`src/rtl/v_pkg.sv`:
```
// v_pkg: shared FSM state type, vector opcode constants and the vsetvli/vsetivli decode helper.
// Contents: state_t (IDLE, BUSY, BUBBLE), OPC_VECTOR, F3_OPCFG, is_cfg().
package v_pkg;
    typedef enum logic [1:0] {IDLE, BUSY, BUBBLE} state_t;
    localparam logic [6:0] OPC_VECTOR = 7'b1010111;
    localparam logic [2:0] F3_OPCFG   = 3'b111;
    function automatic logic is_cfg(input logic [31:0] instr);
        return instr[6:0] == OPC_VECTOR && instr[14:12] == F3_OPCFG;
    endfunction
endpackage

```
`src/rtl/v_instr_fifo.sv`:
```
// v_instr_fifo: circular buffer of {instr, rs1, rs2} entries feeding the issue FSM.
// Ports: clk, nrst (async active-low); push/pop/clear controls; din/dout 96-bit entry;
//        count = occupied entries.
module v_instr_fifo #(
    parameter int DEPTH = 4
) (
    input  logic                    clk,
    input  logic                    nrst,
    input  logic                    push,
    input  logic                    pop,
    input  logic                    clear,
    input  logic [95:0]             din,
    output logic [95:0]             dout,
    output logic [$clog2(DEPTH):0]  count
);
    localparam int AW = $clog2(DEPTH);
    logic [95:0]   mem [DEPTH];
    logic [AW-1:0] wr_ptr, rd_ptr;
    assign dout = mem[rd_ptr];
    // Power-of-two depth lets the pointers wrap DEPTH-1 -> 0 naturally.
    always_ff @(posedge clk or negedge nrst) begin
        if (!nrst) begin
            wr_ptr <= '0;
            rd_ptr <= '0;
            count  <= '0;
        end else if (clear) begin
            wr_ptr <= '0;
            rd_ptr <= '0;
            count  <= '0;
        end else begin
            wr_ptr <= wr_ptr + AW'(push);
            rd_ptr <= rd_ptr + AW'(pop);
            count  <= count + (AW+1)'(push) - (AW+1)'(pop);
        end
    end
    always_ff @(posedge clk) begin
        if (push && !clear) mem[wr_ptr] <= din;
    end
endmodule

```
`src/rtl/v_issue_queue.sv`:
```
// v_issue_queue: queues vector instructions from the scalar core and issues them one at a
// time to the coprocessor, with a one-cycle NOP bubble after each and a completion watchdog.
// Ports: clk, nrst (async active-low); enq_valid/enq_ready/enq_instr/enq_rs1/enq_rs2 input
//        handshake; issue_valid/issue_instr/issue_rs1/issue_rs2 to the coprocessor;
//        unit_done completion; flush discard; count occupancy; busy; err_timeout sticky flag.
module v_issue_queue
    import v_pkg::*;
#(
    parameter int DEPTH   = 4,
    parameter int TIMEOUT = 64
) (
    input  logic                    clk,
    input  logic                    nrst,
    input  logic                    enq_valid,
    output logic                    enq_ready,
    input  logic [31:0]             enq_instr,
    input  logic [31:0]             enq_rs1,
    input  logic [31:0]             enq_rs2,
    output logic                    issue_valid,
    output logic [31:0]             issue_instr,
    output logic [31:0]             issue_rs1,
    output logic [31:0]             issue_rs2,
    input  logic                    unit_done,
    input  logic                    flush,
    output logic [$clog2(DEPTH):0]  count,
    output logic                    busy,
    output logic                    err_timeout
);
    localparam int AW = $clog2(DEPTH);
    localparam int WW = $clog2(TIMEOUT + 1);
    state_t        state;
    logic [95:0]   head, cur;
    logic [WW-1:0] wd;
    logic          push, pop, wd_hit;
    assign enq_ready   = (count < (AW+1)'(DEPTH)) & ~flush;
    assign push        = enq_valid & enq_ready;
    assign pop         = state == IDLE && count != '0 && !flush;
    // wd counts completed BUSY cycles, so the TIMEOUT-th BUSY cycle is the one with wd == TIMEOUT-1.
    assign wd_hit      = wd == WW'(TIMEOUT - 1);
    // Outputs are gated by state so async reset and the BUBBLE cycle both present a NOP at once.
    assign issue_valid = state == BUSY;
    assign issue_instr = issue_valid ? cur[95:64] : '0;
    assign issue_rs1   = issue_valid ? cur[63:32] : '0;
    assign issue_rs2   = issue_valid ? cur[31:0]  : '0;
    assign busy        = state != IDLE || count != '0;
    v_instr_fifo #(.DEPTH(DEPTH)) u_fifo (
        .clk   (clk),
        .nrst  (nrst),
        .push  (push),
        .pop   (pop),
        .clear (flush),
        .din   ({enq_instr, enq_rs1, enq_rs2}),
        .dout  (head),
        .count (count)
    );
    always_ff @(posedge clk or negedge nrst) begin
        if (!nrst) begin
            state       <= IDLE;
            cur         <= '0;
            wd          <= '0;
            err_timeout <= 1'b0;
        end else if (flush) begin
            state       <= BUBBLE;
            wd          <= '0;
            err_timeout <= 1'b0;
        end else begin
            case (state)
                IDLE: if (pop) begin
                    state <= BUSY;
                    cur   <= head;
                    wd    <= '0;
                end
                BUSY: begin
                    wd <= wd + 1'b1;
                    if (is_cfg(cur[95:64]) || unit_done) begin
                        state <= BUBBLE;
                    end else if (wd_hit) begin
                        state       <= BUBBLE;
                        err_timeout <= 1'b1;
                    end
                end
                default: state <= IDLE;
            endcase
        end
    end
endmodule

```
`config.mk`:
```
export PLATFORM = sky130hd
export DESIGN_NAME = v_issue_queue
export DESIGN_NICKNAME = d
export VERILOG_FILES = /design/src/rtl/v_pkg.sv /design/src/rtl/v_instr_fifo.sv /design/src/rtl/v_issue_queue.sv
export SDC_FILE = /design/constraint.sdc
export NUM_CORES = 1
export LEC_CHECK = 0
export ABC_AREA = 1
export CORE_MARGIN = 5
export CORE_UTILIZATION = 25
export DETAILED_ROUTE_END_ITERATION = 12
export HOLD_SLACK_MARGIN = 0.1
export SLEW_MARGIN = 20
export SYNTH_ARGS = -nofsm -noshare
export SYNTH_HDL_FRONTEND = slang
export SYNTH_SLANG_ARGS = --single-unit
```
`constraint.sdc`:
```
create_clock -name clk -period 10.3 [get_ports clk]
set_clock_uncertainty 0.05 [all_clocks]
set_input_delay 3.09 -clock clk [delete_from_list [all_inputs] [get_ports clk]]
set_output_delay 3.09 -clock clk [all_outputs]
set_load 0.05 [all_outputs]
```
======== Word-level counts from Yosys, hierarchy flattened ========
Memory sizes are Yosys's and may differ from the RTL's. A register that Yosys moved wholly into a read port is not among the register bits.
Index checks and enable logic that the tools add are counted.
word-level totals
  register bits after elaboration ......... 17
  bits in writable memories ............... 384
  bits of input ports ..................... 101
  output and inout bits ................... 103
  logic and storage cells ................. 61
  memories ................................ 1
memories
  memory      words  width  rd ports  clocked after memory_dff  wr ports  line                source
  u_fifo.mem  4      96     1         1                         1         v_instr_fifo.sv:17  logic [95:0] mem [DEPTH];
operators by class
  add/subtract/negate cells ............... 5
  $lt $le $gt $ge ......................... 1
  equality and inequality tests ........... 7
  multiplexer cells ....................... 20
  bitwise operators ....................... 3
  reductions and logical operators ........ 18
operators by type and width
  kind                                                    count
  two-way mux 32 bit                                      3
  two-way mux 7 bit                                       2
  one-hot mux 7 bit (2 select lines)                      1
  two-way mux 2 bit                                       6
  adder 7 x 1 -> 7 bit (second input constant)            1
  equality test 7 x 6 -> 1 bit (second input constant)    1
  equality test 7 bit (second input constant)             1
  two-way mux 1 bit                                       6
  AND reduction 3 bit                                     2
  nonzero test 2 bit                                      3
  nonzero test 3 bit                                      2
  adder 2 x 1 -> 2 bit                                    2
  logical AND 1 bit                                       4
  inequality test 4 x 1 -> 1 bit (second input constant)  1
  one-hot mux 2 bit (2 select lines)                      1
  AND reduction 2 bit                                     2
  adder 3 x 1 -> 3 bit                                    1
  equality test 3 bit (second input constant)             1
  < comparator 3 bit (second input constant)              1
  two-way mux 3 bit                                       1
  inequality test 3 x 2 -> 1 bit (second input constant)  1
  subtractor 3 x 1 -> 3 bit                               1
  AND 1 bit                                               2
  equality test 2 x 1 -> 1 bit (second input constant)    1
  5 further kinds                                         7

======== Logic depth before layout (Yosys ltp) ========
  word-level depth ........................ 6
  mapped depth ............................ 13
  mapped depth without buffers ............ 11

======== Hierarchy ========
Synthesis repeated with hierarchy kept, for this count alone.
second synthesis, totals
  cell total of the unflattened synthesis .. 1754
  area total of the unflattened synthesis .. 20258.2 µm²
by module, submodules not included
  module         instances  cells an instance  area each (µm²)  sequential area each (µm²)
  v_instr_fifo   1          1163               15528.6          11706.2
  v_issue_queue  1          591                4729.5           2652.5

======== Worst setup path after synthesis ========
Ideal clock, no wire load.
  path type ............................... input-to-reg
  from .................................... input flush
  to ...................................... memory u_fifo.mem[0][0], enable pin
  library setup time ...................... 0.669 ns
  data arrival time ....................... 10.744 ns
  data required time ...................... 9.581 ns
  slack ................................... -1.163 ns
  stages .................................. 4
  buffers on the path ..................... 1
  cell sequence ........................... buf_2 -> nor2_1 -> nand2_1 -> nor3_1
on the way
  word-level cells in the longest chain between the ends .. 6
  elaborated cells on any way between the ends .. 7
  those cells by class .................... mux: 2; bitwise: 3; reduce/logical: 2
RTL lines
  item                                     line                 source
  start: declaration                       v_issue_queue.sv:24  input logic flush,
  NOT 1 bit (no line)                      --
  AND 1 bit                                v_issue_queue.sv:35  assign enq_ready = (count < (AW+1)'(DEPTH)) & ~flush;
  via enq_ready                            v_issue_queue.sv:15  output logic enq_ready,
  AND 1 bit                                v_issue_queue.sv:36  assign push = enq_valid & enq_ready;
  logical AND 1 bit                        v_instr_fifo.sv:37   if (push && !clear) mem[wr_ptr] <= din;
  two-way mux 1 bit                        v_instr_fifo.sv:37
  two-way mux 1 bit (not written as such)  v_instr_fifo.sv:37
  end: declaration                         v_instr_fifo.sv:17
The timed path passes the listed nets, and every way through them passes these cells.

======== Worst setup path in the final report ========
  from .................................... input flush
  to ...................................... output enq_ready
on the way
  word-level cells in the longest chain between the ends .. 2
RTL lines
  item                 line
  NOT 1 bit (no line)  --
  AND 1 bit            v_issue_queue.sv:35
  end: declaration     v_issue_queue.sv:15
No other way between the ends.

==> impl_results.md <==
- Via density per instance: 4.29
- Leakage Power: 8.66 nW
- Grt met3 use: 2.42%
- DR pass1 iterations: 5
- Sequential cell area fraction in the yosys report: 73.6%
- Die ar.: 83,700 um^2
- Unrepaired setup endpoints after global routing: false
- Post-route insts no fill: 2,923
- Hold slack: 458 ps
- Least-Margin Pin Slew: 1070 ps
- Final hold vios: 0
- Clock Path Buffers: 3
- GRT met1 Usage: 14.4%
- Max Fanout on Critical Path: 11
- CTS tree: done
- Largest family of logic cells by synthesized area: simple AND/OR/NAND/NOR gates
- Mux contribution to synthesized area: 0%
- Clk slew on worst S/H paths: 60 ps
- Layout cell share with drive strength beyond 1: 6.38%
- Peak supply drop: 0.131 mV
- Synth Area in Compound Gates: 10.2%
- Setup CP Type: input pin to output port
- Final Cell Area: 24,300 um^2
- Status: completed
- Ys flop type: edfxtp_1
- # rows: 102
- Dpl cells: 2,821
- GR Util met2: 19.3%
- Final Core Density: 31.4%
- Startpoint types: input pin
- Critical path data arrival time: 4910 ps
- Busiest grt layer: met2
- DRT Wirelength: 48.2 mm
- GRT Util Overall: 11.3%
- Power per standard cell area: 246 nW/um^2
- Global placement routability congestion: 0.696
- HP Class: register to register
- Max Cap Viol: 0
- Post-synth EDFFs: 384
- Final setup vio count: 0
- Fill cells: 7,751
- Number of synthesis warnings: 0
- Most frequent cells in the layout: nor2_1 (399), edfxtp_1 (384), o21ai_0 (240), clkdlybuf4s50_1 (202), o21ai_1 (150)
- Synth Area in Simple Gates: 10.6%
- H-tree level count: 2
- Drt initial violations: 779
- Initial Util: 25.2%
- Root buffer cell: clkbuf_16
- Largest net degree at the start of global routing: 106
- Initial antenna violation count: 1
- Placed cell area: 22,500 um^2
- Final nets: 1,943
- Post-CTS setup buffers: 0
- Vias in the first global route: 13.0k
- Average size of a mapped cell: 11.8 um^2
- Inserted Clock Buffers: 53
- Final TNS setup: 0 ps
- Drt drc: 0
- Adder-cell share of the synthesized area: 0.423%
- WP data required: 7160 ps
- Via Count: 12.5k
- R2r setup slk: 7130 ps
- Resized cells post-CTS: 0
- Syn Nets: 1,762
- Clock Sinks: 497
- Final critical-path required period: 8050 ps
- Leading cell type in the layout, fill and taps excluded: nor2_1
- HPWL Detailed: 27.6 mm
- Routed len/inst: 16.5 um
- Routed Antenna Nets: 0
- Ports: 204
- Mapped Cells: 1,655
- Skew-Pair Late Insertion Delay: 580 ps
- Crit share post-route: 78.2%
- Final count of pins violating max slew: 0
- Die span in x: 289 um
- Post-synthesis async set-or-reset flop share: 22.7%
- Port Buffers: 203
- CP Capture Type: output port
- FF+latch count, synth: 497
- Area Overhead vs Synth: 24.7%
- First-pass GRT wire length: 74.2 mm
- Synth cell types: 25
- Total gr overflow: 0
- Fmax: 124 MHz
- Hold buffer count at cts: 0
- Relative slew slack: 28.8%
- Cell Area, Synth: 19,500 um^2
- Synth Area in XOR/XNOR: 0.0898%
- Core Region: 77,500 um^2
- Die Ht: 289 um
-- area by class of cell --
type | instances | area [um^2] | share of cell area [%]
Multi-Input combinational cell | 946 | 4190 | 17.2
Clock buffer | 71 | 1490 | 6.11
Antenna cell | 2 | 5.00 | 0.0206
Timing Repair Buffer | 221 | 2170 | 8.92
Clock inverter | 29 | 354 | 1.46
Sequential cell | 497 | 14400 | 59.1
Inverter | 117 | 444 | 1.83
Tap cell | 1040 | 1300 | 5.35
-- where the power goes --
group          internal [mW]  switching (mW)  total, mW
combinational          0.433            1.02       1.45
sequential              2.43           0.113       2.54
clock                   1.19           0.788       1.98
-- state kept, by name, summed over array words and instances, names as in the netlist --
signal,cells
u_fifo.rd_ptr,2
u_fifo.mem,384
u_fifo.count,3
state,2
wd,7
cur,96
err_timeout,1
u_fifo.wr_ptr,2
-- synth_stat cells (4+ instances only) --
cell type	instances	area (um^2)
a21oi_1	4	20.0
buf_2	29	145
buf_4	18	135
buf_6	11	124
clkbuf_1	37	139
dfrtp_1	113	2830
edfxtp_1	384	11500
ha_1	5	62.6
inv_1	112	420
inv_2	5	18.8
nand2_1	125	469
nand3_1	6	30.0
nand4_1	4	25.0
nor2_1	399	1500
nor3_1	5	25.0
o21ai_0	240	1200
o21ai_1	150	751
-- cells by family after synthesis --
family | after synthesis
compound gates | 396
flops | 497
buf+inv | 212
fa+ha+maj | 6
simple gates | 542
xor+xnor | 2
-- metal layers --
metal,up-vias,part of all wire [%]
met5,-,0
met3,78,5.5
met1,6177,43
met2,270,49
met4,0,2.6
li1,6010,-
-- worst paths after layout --
path | from | endpoint | cells past startpoint
worst max-delay path | flush | enq_ready | 3
worst min-delay path | wd[6] | wd[6] | 2
worst max register to register | u_fifo.rd_ptr[0] | cur[11] | 6
worst min register to register | wd[6] | wd[6] | 2
max in group asynchronous | nrst | cur[80] | 2
min in group asynchronous | nrst | cur[25] | 1
-- critical path, cell delays in order --
cell,delay [ps]
clkdlybuf4s50_1,690
nor2_1,290
clkdlybuf4s50_1,840
-- stage by stage --
step / setup WS [ps] / total power, mW
finish: 2250 / 5.98
global route: 2180 / 6.35
CTS: 2250 / 6.07
detailed placement: 2250 / 4.06
global placement: 2250 / 4.01
floorplan: -1160 / 3.62
(Power assumes the default switching activity.)
